<file path="src/rtl/nvram_upload.sv">
// rtl/nvram_upload.sv - HPS ioctl upload responder serving bytes from on-chip RAM
module nvram_upload #(
  parameter logic [7:0] UPLOAD_INDEX = 8'd4,
  parameter int         ADDR_W       = 10,
  parameter int         RAM_SIZE     = 1024,
  parameter int         RAM_LATENCY  = 1,
  parameter logic [7:0] FILL         = 8'hFF
) (
  input  logic              clk_sys,
  input  logic              RESET_N,
  input  logic              ioctl_upload,
  input  logic [7:0]        ioctl_index,
  input  logic              ioctl_rd,
  input  logic [24:0]       ioctl_addr,
  output logic [7:0]        ioctl_din,
  output logic              ioctl_wait,
  output logic              pause_req,
  input  logic              pause_ack,
  output logic [ADDR_W-1:0] ram_addr,
  output logic              ram_rd,
  input  logic [7:0]        ram_dout,
  output logic              active
);

  typedef enum logic [2:0] {
    S_IDLE,
    S_PAUSE,
    S_READY,
    S_FETCH,
    S_RELEASE
  } state_t;

  state_t     state;
  logic       upl_d;
  logic [1:0] cnt;
  logic       start;
  logic       in_range;

  // Only a fresh rising edge of ioctl_upload aimed at our index starts a session.
  assign start    = ioctl_upload & ~upl_d & (ioctl_index == UPLOAD_INDEX);
  // Full-width compare so high address bits cannot alias into the RAM window.
  assign in_range = (ioctl_addr < 25'(RAM_SIZE));

  // Upload edge detector; resets high so an upload left asserted is not re-entered.
  always_ff @(posedge clk_sys) begin
    if (!RESET_N) begin
      upl_d <= 1'b1;
    end else begin
      upl_d <= ioctl_upload;
    end
  end

  // Session FSM: pause CPU, serve reads through the RAM port, release on upload end.
  always_ff @(posedge clk_sys) begin
    if (!RESET_N) begin
      state      <= S_IDLE;
      ioctl_din  <= 8'h00;
      ioctl_wait <= 1'b0;
      pause_req  <= 1'b0;
      ram_addr   <= '0;
      ram_rd     <= 1'b0;
      active     <= 1'b0;
      cnt        <= 2'd0;
    end else begin
      ram_rd <= 1'b0;
      case (state)
        S_IDLE: begin
          if (start) begin
            state      <= S_PAUSE;
            pause_req  <= 1'b1;
            ioctl_wait <= 1'b1;
            active     <= 1'b1;
          end
        end

        S_RELEASE: begin
          // Exactly one cycle here; a start seen now is intentionally dropped.
          state  <= S_IDLE;
          active <= 1'b0;
        end

        default: begin
          if (!ioctl_upload) begin
            // Upload ended: abandon any fetch without touching ioctl_din.
            state      <= S_RELEASE;
            ioctl_wait <= 1'b0;
            pause_req  <= 1'b0;
            cnt        <= 2'd0;
          end else begin
            case (state)
              S_PAUSE: begin
                ioctl_wait <= 1'b1;
                if (pause_ack) begin
                  state      <= S_READY;
                  ioctl_wait <= 1'b0;
                end
              end

              S_READY: begin
                if (!pause_ack) begin
                  // CPU resumed and owns the RAM again; stall the HPS until re-paused.
                  state      <= S_PAUSE;
                  ioctl_wait <= 1'b1;
                end else if (ioctl_rd) begin
                  if (in_range) begin
                    ram_addr   <= ioctl_addr[ADDR_W-1:0];
                    ram_rd     <= 1'b1;
                    ioctl_wait <= 1'b1;
                    cnt        <= 2'(RAM_LATENCY);
                    state      <= S_FETCH;
                  end else begin
                    ioctl_din <= FILL;
                  end
                end
              end

              S_FETCH: begin
                // The strobe is sampled by the RAM one edge after issue, so data
                // is captured once the counter has run down past its last step.
                if (cnt == 2'd0) begin
                  ioctl_din <= ram_dout;
                  if (pause_ack) begin
                    state      <= S_READY;
                    ioctl_wait <= 1'b0;
                  end else begin
                    state <= S_PAUSE;
                  end
                end else begin
                  cnt <= cnt - 2'd1;
                end
              end

              default: begin
                state <= S_IDLE;
              end
            endcase
          end
        end
      endcase
    end
  end

endmodule
</file>
<file path="config.mk">
export PLATFORM = sky130hd
export DESIGN_NAME = nvram_upload
export DESIGN_NICKNAME = d
export VERILOG_FILES = /design/src/rtl/nvram_upload.sv
export SDC_FILE = /design/constraint.sdc
export NUM_CORES = 1
export LEC_CHECK = 0
export CORE_AREA = 2 2 60 62
export CTS_BUF_LIST = sky130_fd_sc_hd__clkbuf_4 sky130_fd_sc_hd__clkbuf_8 sky130_fd_sc_hd__clkbuf_16
export CTS_CLUSTER_SIZE = 25
export DETAILED_ROUTE_END_ITERATION = 10
export DIE_AREA = 0 0 62 64
export PLACE_DENSITY = 0.82
export SLEW_MARGIN = 10
export SYNTH_ARGS = -nofsm -noshare
export SYNTH_HDL_FRONTEND = slang
export SYNTH_SLANG_ARGS = --single-unit
</file>
<file path="constraint.sdc">
create_clock -name clk_sys -period 2.65 [get_ports clk_sys]
set_input_delay 0.6625 -clock clk_sys [delete_from_list [all_inputs] [get_ports clk_sys]]
set_output_delay 0.6625 -clock clk_sys [all_outputs]
set_load 0.02 [all_outputs]
</file>
==> run_results.csv, run 1 <==
group,metric,value,unit
run_status,outcome,"finished, final reports clean",
floorplan,die_w,62,µm
routing,drtIter0Drc,38,
sta,drv_slew,0,
critical_path,arrival,2.51,ns
clock_network,clk_latency,0.33,ns
placed_design,postPlaceCellArea,0.00207,mm²
logic_synthesis,synthTopCellsByArea,"dfxtp_1 (41%), mux2i_1 (16%), nor2_1 (4.2%)",
routing,route.detailed.drc,0,
critical_path,cp_top_family,"simple AND/OR/NAND/NOR gates",
clock_network,clkTransAtPathRegs,0.15,ns
placed_design,portBuffers,67,
power,p_per_area,526,mW/mm²
clock_network,clockBufferDepth,2,
floorplan,die_h,64,µm
logic_synthesis,ys_seq_elements,28,
logic_synthesis,syn_area,0.00135,mm²
clock_network,ctsResizeCount,0,
placed_design,dp_cells,253,
critical_path,worst_path_max_delay_cell,"nor2b_1",
critical_path,start_kind,"primary input",
critical_path,required,2.92,ns
global_route,first_global_vias,1335,
power,ir_drop,0.336,mV
logic_synthesis,yosysMostFrequentCell,"dfxtp_1",
final_layout,drive_gt1_share,9.95,%
logic_synthesis,synth_top_area_share,41.4,%
job,cap_violations,0,
sta,rsz0062_at_grt,"no",
placed_design,hpwl,2700,µm
global_route,grt_antenna_before_repair,0,
floorplan,rows,21,
floorplan,die-area,0.00397,mm²
critical_path,slowest_delay,0.74,ns
routing,firstDrtPassIters,4,
placed_design,dpl_worst_slack,0.0380,ns
final_layout,final_area,0.00212,mm²
critical_path,crit_path_cell_trace,"clkdlybuf4s50_1 > inv_1 > nor3_1 > a32oi_1 > nor2b_1 > mux2i_1",
logic_synthesis,synth_cell_type_count,38,
placed_design,gp_congestion,0.894,
critical_path,worstSetupPathType,"in2reg",
logic_synthesis,synth_seq_area_share,41.4,%
sta,setup_ws,0.418,ns
routing,via_per_inst,5.09,
sta,max_slew.worst_pin.slew,0.918,ns
sta,timing.slew.headroom,38.6,%
floorplan,core,0.00328,mm²
clock_network,root_buffer,"clkbuf_4",
clock_network,cts_setup_buffers,0,
final_layout,diodes,0,
sta,worst_hold_slack,0.470,ns
clock_network,cts-htree-levels,1,
global_route,overflow,0,
critical_path,cp-end-kind,"register",
logic_synthesis,synthFlopType,"dfxtp_1",
clock_network,cts.sinks,28,
final_layout,nets,259,
logic_synthesis,yosysTopAreaCell,"dfxtp_1",
logic_synthesis,avgSynthCellArea,9.39,µm²
final_layout,area_growth,56.9,%
sta,fin_crit_sh,84.2,%
sta,hold_violations,0,
sta,clock.fmax,448,MHz
logic_synthesis,synthesis.nets,191,
logic_synthesis,synth_edf_count,0,
logic_synthesis,synth_common_cells,"dfxtp_1 (28), mux2i_1 (21), nor2_1 (15), nand2_1 (13), o21ai_0 (11)",
logic_synthesis,async_flop_share,0,%
critical_path,cp_num_buf_inv,2,
global_route,grt_max_degree,25,
floorplan,pin_count,68,
routing,ant_nets,0,
routing,num_vias,1308,
clock_network,cts_made_buffers,3,
logic_synthesis,syn_inst,144,
sta,period_needed,2.23,ns
sta,setup_viol,0,
logic_synthesis,yosys_warnings,0,
routing,routed_wirelength,3450,µm
sta,fin_skew,0.00161,ns
final_layout,final_cells,257,
critical_path,crit_fanout,8,
global_route,grt.total_usage,18.1,%
clock_network,cts_tree,"built",
hold_path,holdCritPathClass,"reg2reg",
power,leakage,0.719,nW
sta,setup_tns,0,ns
floorplan,start_util,41.2,%
clock_network,hold_buffers,0,
routing,avgRoutedWirePerCell,13.4,µm
global_route,grt_pass1_wl,5620,µm
sequential cells by signal, summed over array words and instances (netlist names):
register,flops
state,3
ram_rd,1
active,1
ioctl_wait,1
ram_addr,10
ioctl_din,8
pause_req,1
upl_d,1
cnt,2
cells in the final DEF, fill, tap and decap left out, drive strengths merged, types with 2 or more instances in the layout:
cell type	instances
clkbuf	3
nand4b	2
a21oi	3
nor3	4
inv	5
a32oi	2
nor2b	3
nor2	16
dfxtp	28
nor4	6
nand2	13
mux2i	21
o21ai	12
clkdlybuf4s50	67
nand3	4
nand4	2
nand2b	2
buf	5
path summary, 6_finish.rpt:
kind,start,cells past startpoint,endpoint,slack [ns]
worst max register to register,state[1],5,ioctl_din[0],0.59
worst min-delay path,ioctl_din[5],2,ioctl_din[5],0.47
worst max-delay path,ioctl_rd,6,ioctl_din[0],0.42
worst min register to register,ioctl_din[5],2,ioctl_din[5],0.47
cell families after synthesis:
kind of cell	synth area share [%]
compound gates	12.3
fa+ha+maj	0.925
buf+inv	5.00
flops	41.4
mux	15.5
simple gates	24.8
stage by stage:
step,utilization (%),total power [mW]
2_1_floorplan,-,0.690
3_3_place_gp,63.0,0.824
3_5_place_dp,63.0,0.838
4_1_cts,64.6,1.12
5_1_grt,64.6,1.18
6_report,64.6,1.12
worst register-to-register path: stages, from the launching register on:
cell and delay (ns):
dfxtp_1 0.62, nand2_1 0.11, nor3_1 0.17, a32oi_1 0.08, nor2b_1 0.74, mux2i_1 0.28
power by group:
| group | switching, mW | total, mW | leakage (nW) | internal [mW] |
|---|---|---|---|---|
| Sequential | 0.0509 | 0.506 | 0.227 | 0.455 |
| Combinational | 0.153 | 0.327 | 0.465 | 0.174 |
| Clock | 0.131 | 0.284 | 0.0279 | 0.153 |
metal layers:
metal	share of wire [%]	vias up	global-route usage (%)	routed length (µm)
met2	51	46	33.2	1750
met4	1.2	0	5.85	40
li1	-	648	-	-
met1	40	609	19.8	1390
met5	0	-	0	0
met3	7.9	5	3.44	272
cell type report:
cell class                      count  area [µm²]
Clock buffer                        3        22.5
Clock inverter                      1        30.0
Fill cell                         282        1160
Inverter                            5        18.8
Multi-Input combinational cell    102         724
Sequential cell                    28         561
Tap cell                           46        57.6
Timing Repair Buffer               72         708
Power figures use the tool's default switching activity.
==> run 2: changes to the inputs <==
--- a/config.mk
+++ b/config.mk
@@ -5,12 +5,12 @@
 export SDC_FILE = /design/constraint.sdc
 export NUM_CORES = 1
 export LEC_CHECK = 0
-export CORE_AREA = 2 2 60 62
+export CORE_AREA = 2 2 65 67
 export CTS_BUF_LIST = sky130_fd_sc_hd__clkbuf_4 sky130_fd_sc_hd__clkbuf_8 sky130_fd_sc_hd__clkbuf_16
 export CTS_CLUSTER_SIZE = 25
 export DETAILED_ROUTE_END_ITERATION = 10
-export DIE_AREA = 0 0 62 64
-export PLACE_DENSITY = 0.82
+export DIE_AREA = 0 0 67 69
+export PLACE_DENSITY = 0.74
 export SLEW_MARGIN = 10
 export SYNTH_ARGS = -nofsm -noshare
 export SYNTH_HDL_FRONTEND = slang
==> constraint.sdc (replaced) <==
create_clock -name clk_sys -period 2.05 [get_ports clk_sys]
set_input_delay 0.5125 -clock clk_sys [delete_from_list [all_inputs] [get_ports clk_sys]]
set_output_delay 0.5125 -clock clk_sys [all_outputs]
set_load 0.02 [all_outputs]
==> run_results.csv, run 2 (same netlist as run 1, synthesis figures left out) <==
group,metric,value,unit
run_status,outcome,"finished, final reports clean",
floorplan,die_h,69,µm
critical_path,rr_worst_depth,7,
final_layout,final_common_cell,"clkdlybuf4s50_1",
clock_network,cts_made_buffers,3,
clock_network,hold_buffers,0,
global_route,grt.total_usage,14.2,%
placed_design,gp_congestion,0.984,
final_layout,diodes,0,
sta,max_slew.worst_pin.slew,0.548,ns
final_layout,seqCellArea,561,µm²
routing,num_vias,1305,
final_layout,final_cell_mix,"clkdlybuf4s50_1 (58), dfxtp_1 (28), mux2i_1 (21)",
global_route,grt_pass1_wl,5330,µm
floorplan,die-area,0.00462,mm²
placed_design,hpwl,2520,µm
global_route,first_global_vias,1236,
floorplan,rows,23,
routing,drtIter0Drc,32,
sta,setup_viol,0,
hold_path,hold_path_depth,2,
sta,clock.fmax,518,MHz
job,cap_violations,0,
floorplan,pin_count,68,
clock_network,clkTransAtPathRegs,0.09,ns
floorplan,die_w,67,µm
final_layout,multiInputGateArea,738,µm²
critical_path,crit_fanout,5,
routing,ant_nets,0,
sta,rsz0062_at_grt,"no",
critical_path,required,2.21,ns
power,p_per_area,619,mW/mm²
sta,hold_violations,0,
routing,firstDrtPassIters,4,
final_layout,fill_cells,375,
critical_path,arrival,2.09,ns
sta,period_needed,1.93,ns
clock_network,cts_tree,"built",
routing,via_per_inst,4.85,
power,leakage,0.849,nW
sta,fin_skew,0.00523,ns
sta,drv_slew,0,
final_layout,drive_gt1_share,14.2,%
final_layout,area_growth,64.7,%
hold_path,holdCritPathClass,"reg2reg",
clock_network,root_buffer,"clkbuf_8",
global_route,overflow,0,
routing,avgRoutedWirePerCell,12.4,µm
floorplan,core,0.00391,mm²
clock_network,cts-htree-levels,1,
final_layout,final_cells,269,
routing,route.detailed.drc,0,
placed_design,dp_cells,264,
critical_path,worstSetupPathType,"in2reg",
final_layout,nets,268,
floorplan,start_util,34.6,%
final_layout,reg.largest.list,"ram_addr (10), ioctl_din (8), state (3)",
placed_design,portBuffers,67,
clock_network,cts.sinks,28,
routing,routed_wirelength,3340,µm
power,ir_drop,0.424,mV
sta,setup_tns,0,ns
global_route,grt_max_degree,25,
final_layout,top_register,"ram_addr",
final_layout,largest_reg_flops,10,
routing,wl_met2,1510,µm
sta,timing.slew.headroom,63.3,%
routing,wl_met1,1440,µm
sta,fin_crit_sh,94.1,%
power,power,1.38,mW
critical_path,start_kind,"primary input",
critical_path,cp-end-kind,"register",
routing,routed.top_layer,"met4",
global_route,grt_antenna_before_repair,0,
routing,dr_wl_met3,370,µm
clock_network,clk_latency,0.26,ns
clock_network,clockBufferDepth,2,
run 2: changes by cell type in the layout (fill, tap and decap cells not counted), sizes merged:
cell,change
clkdlybuf4s50,-9
buf,+9
dlymetal6s2s,+9
bufinv,-1
run 2: routing by layer:
metal	vias up	track usage, %
li1	664	-
met1	582	16.8
met2	55	24.0
met3	4	6.04
met4	0	2.04
met5	-	0
run 2: worst paths after layout:
kind	startpoint	slack, ns	end
max	ioctl_addr[14]	0.12	ram_addr[9]
min	ioctl_din[5]	0.46	ioctl_din[5]
max reg2reg	state[0]	0.34	ram_addr[9]
min reg2reg	ioctl_din[5]	0.46	ioctl_din[5]
run 2: what timing repair did:
action	CTS	global route
cloned	0	1
buffers inserted	0	1
gates resized for setup	2	14
endpoints found under the setup margin	12	11
pin swaps	0	7
run 2: critical path: stages:
cell,delay [ns]
clkdlybuf4s50_1,0.42
nor3_2,0.23
nand4_2,0.20
nor3_4,0.30
buf_6,0.17
mux2i_1,0.19
nor2_1,0.06
run 2: final cells by class:
cell class	count	share of cell area, %
clock buffers	3	1.85
inverters	5	0.843
multi-input cells	102	33.1
flip-flops and latches	28	25.2
well taps	50	2.81
repair buffers	81	36.2
run 2: power breakdown:
part | internal (mW) | switching, mW
combinational | 0.245 | 0.222
clock | 0.131 | 0.155
sequential | 0.588 | 0.0376
total | 0.964 | 0.414
run 2: stage by stage:
step	util (%)	cell area [µm²]	hold slack, ns	setup slack (ns)
floorplan	-	1350	0.438	0.371
global placement	54.3	2130	0.446	-0.319
detailed placement	54.3	2130	0.445	-0.317
CTS	55.6	2170	0.464	0.00542
global route	56.9	2230	0.487	0.00859
finish	56.9	2230	0.461	0.121
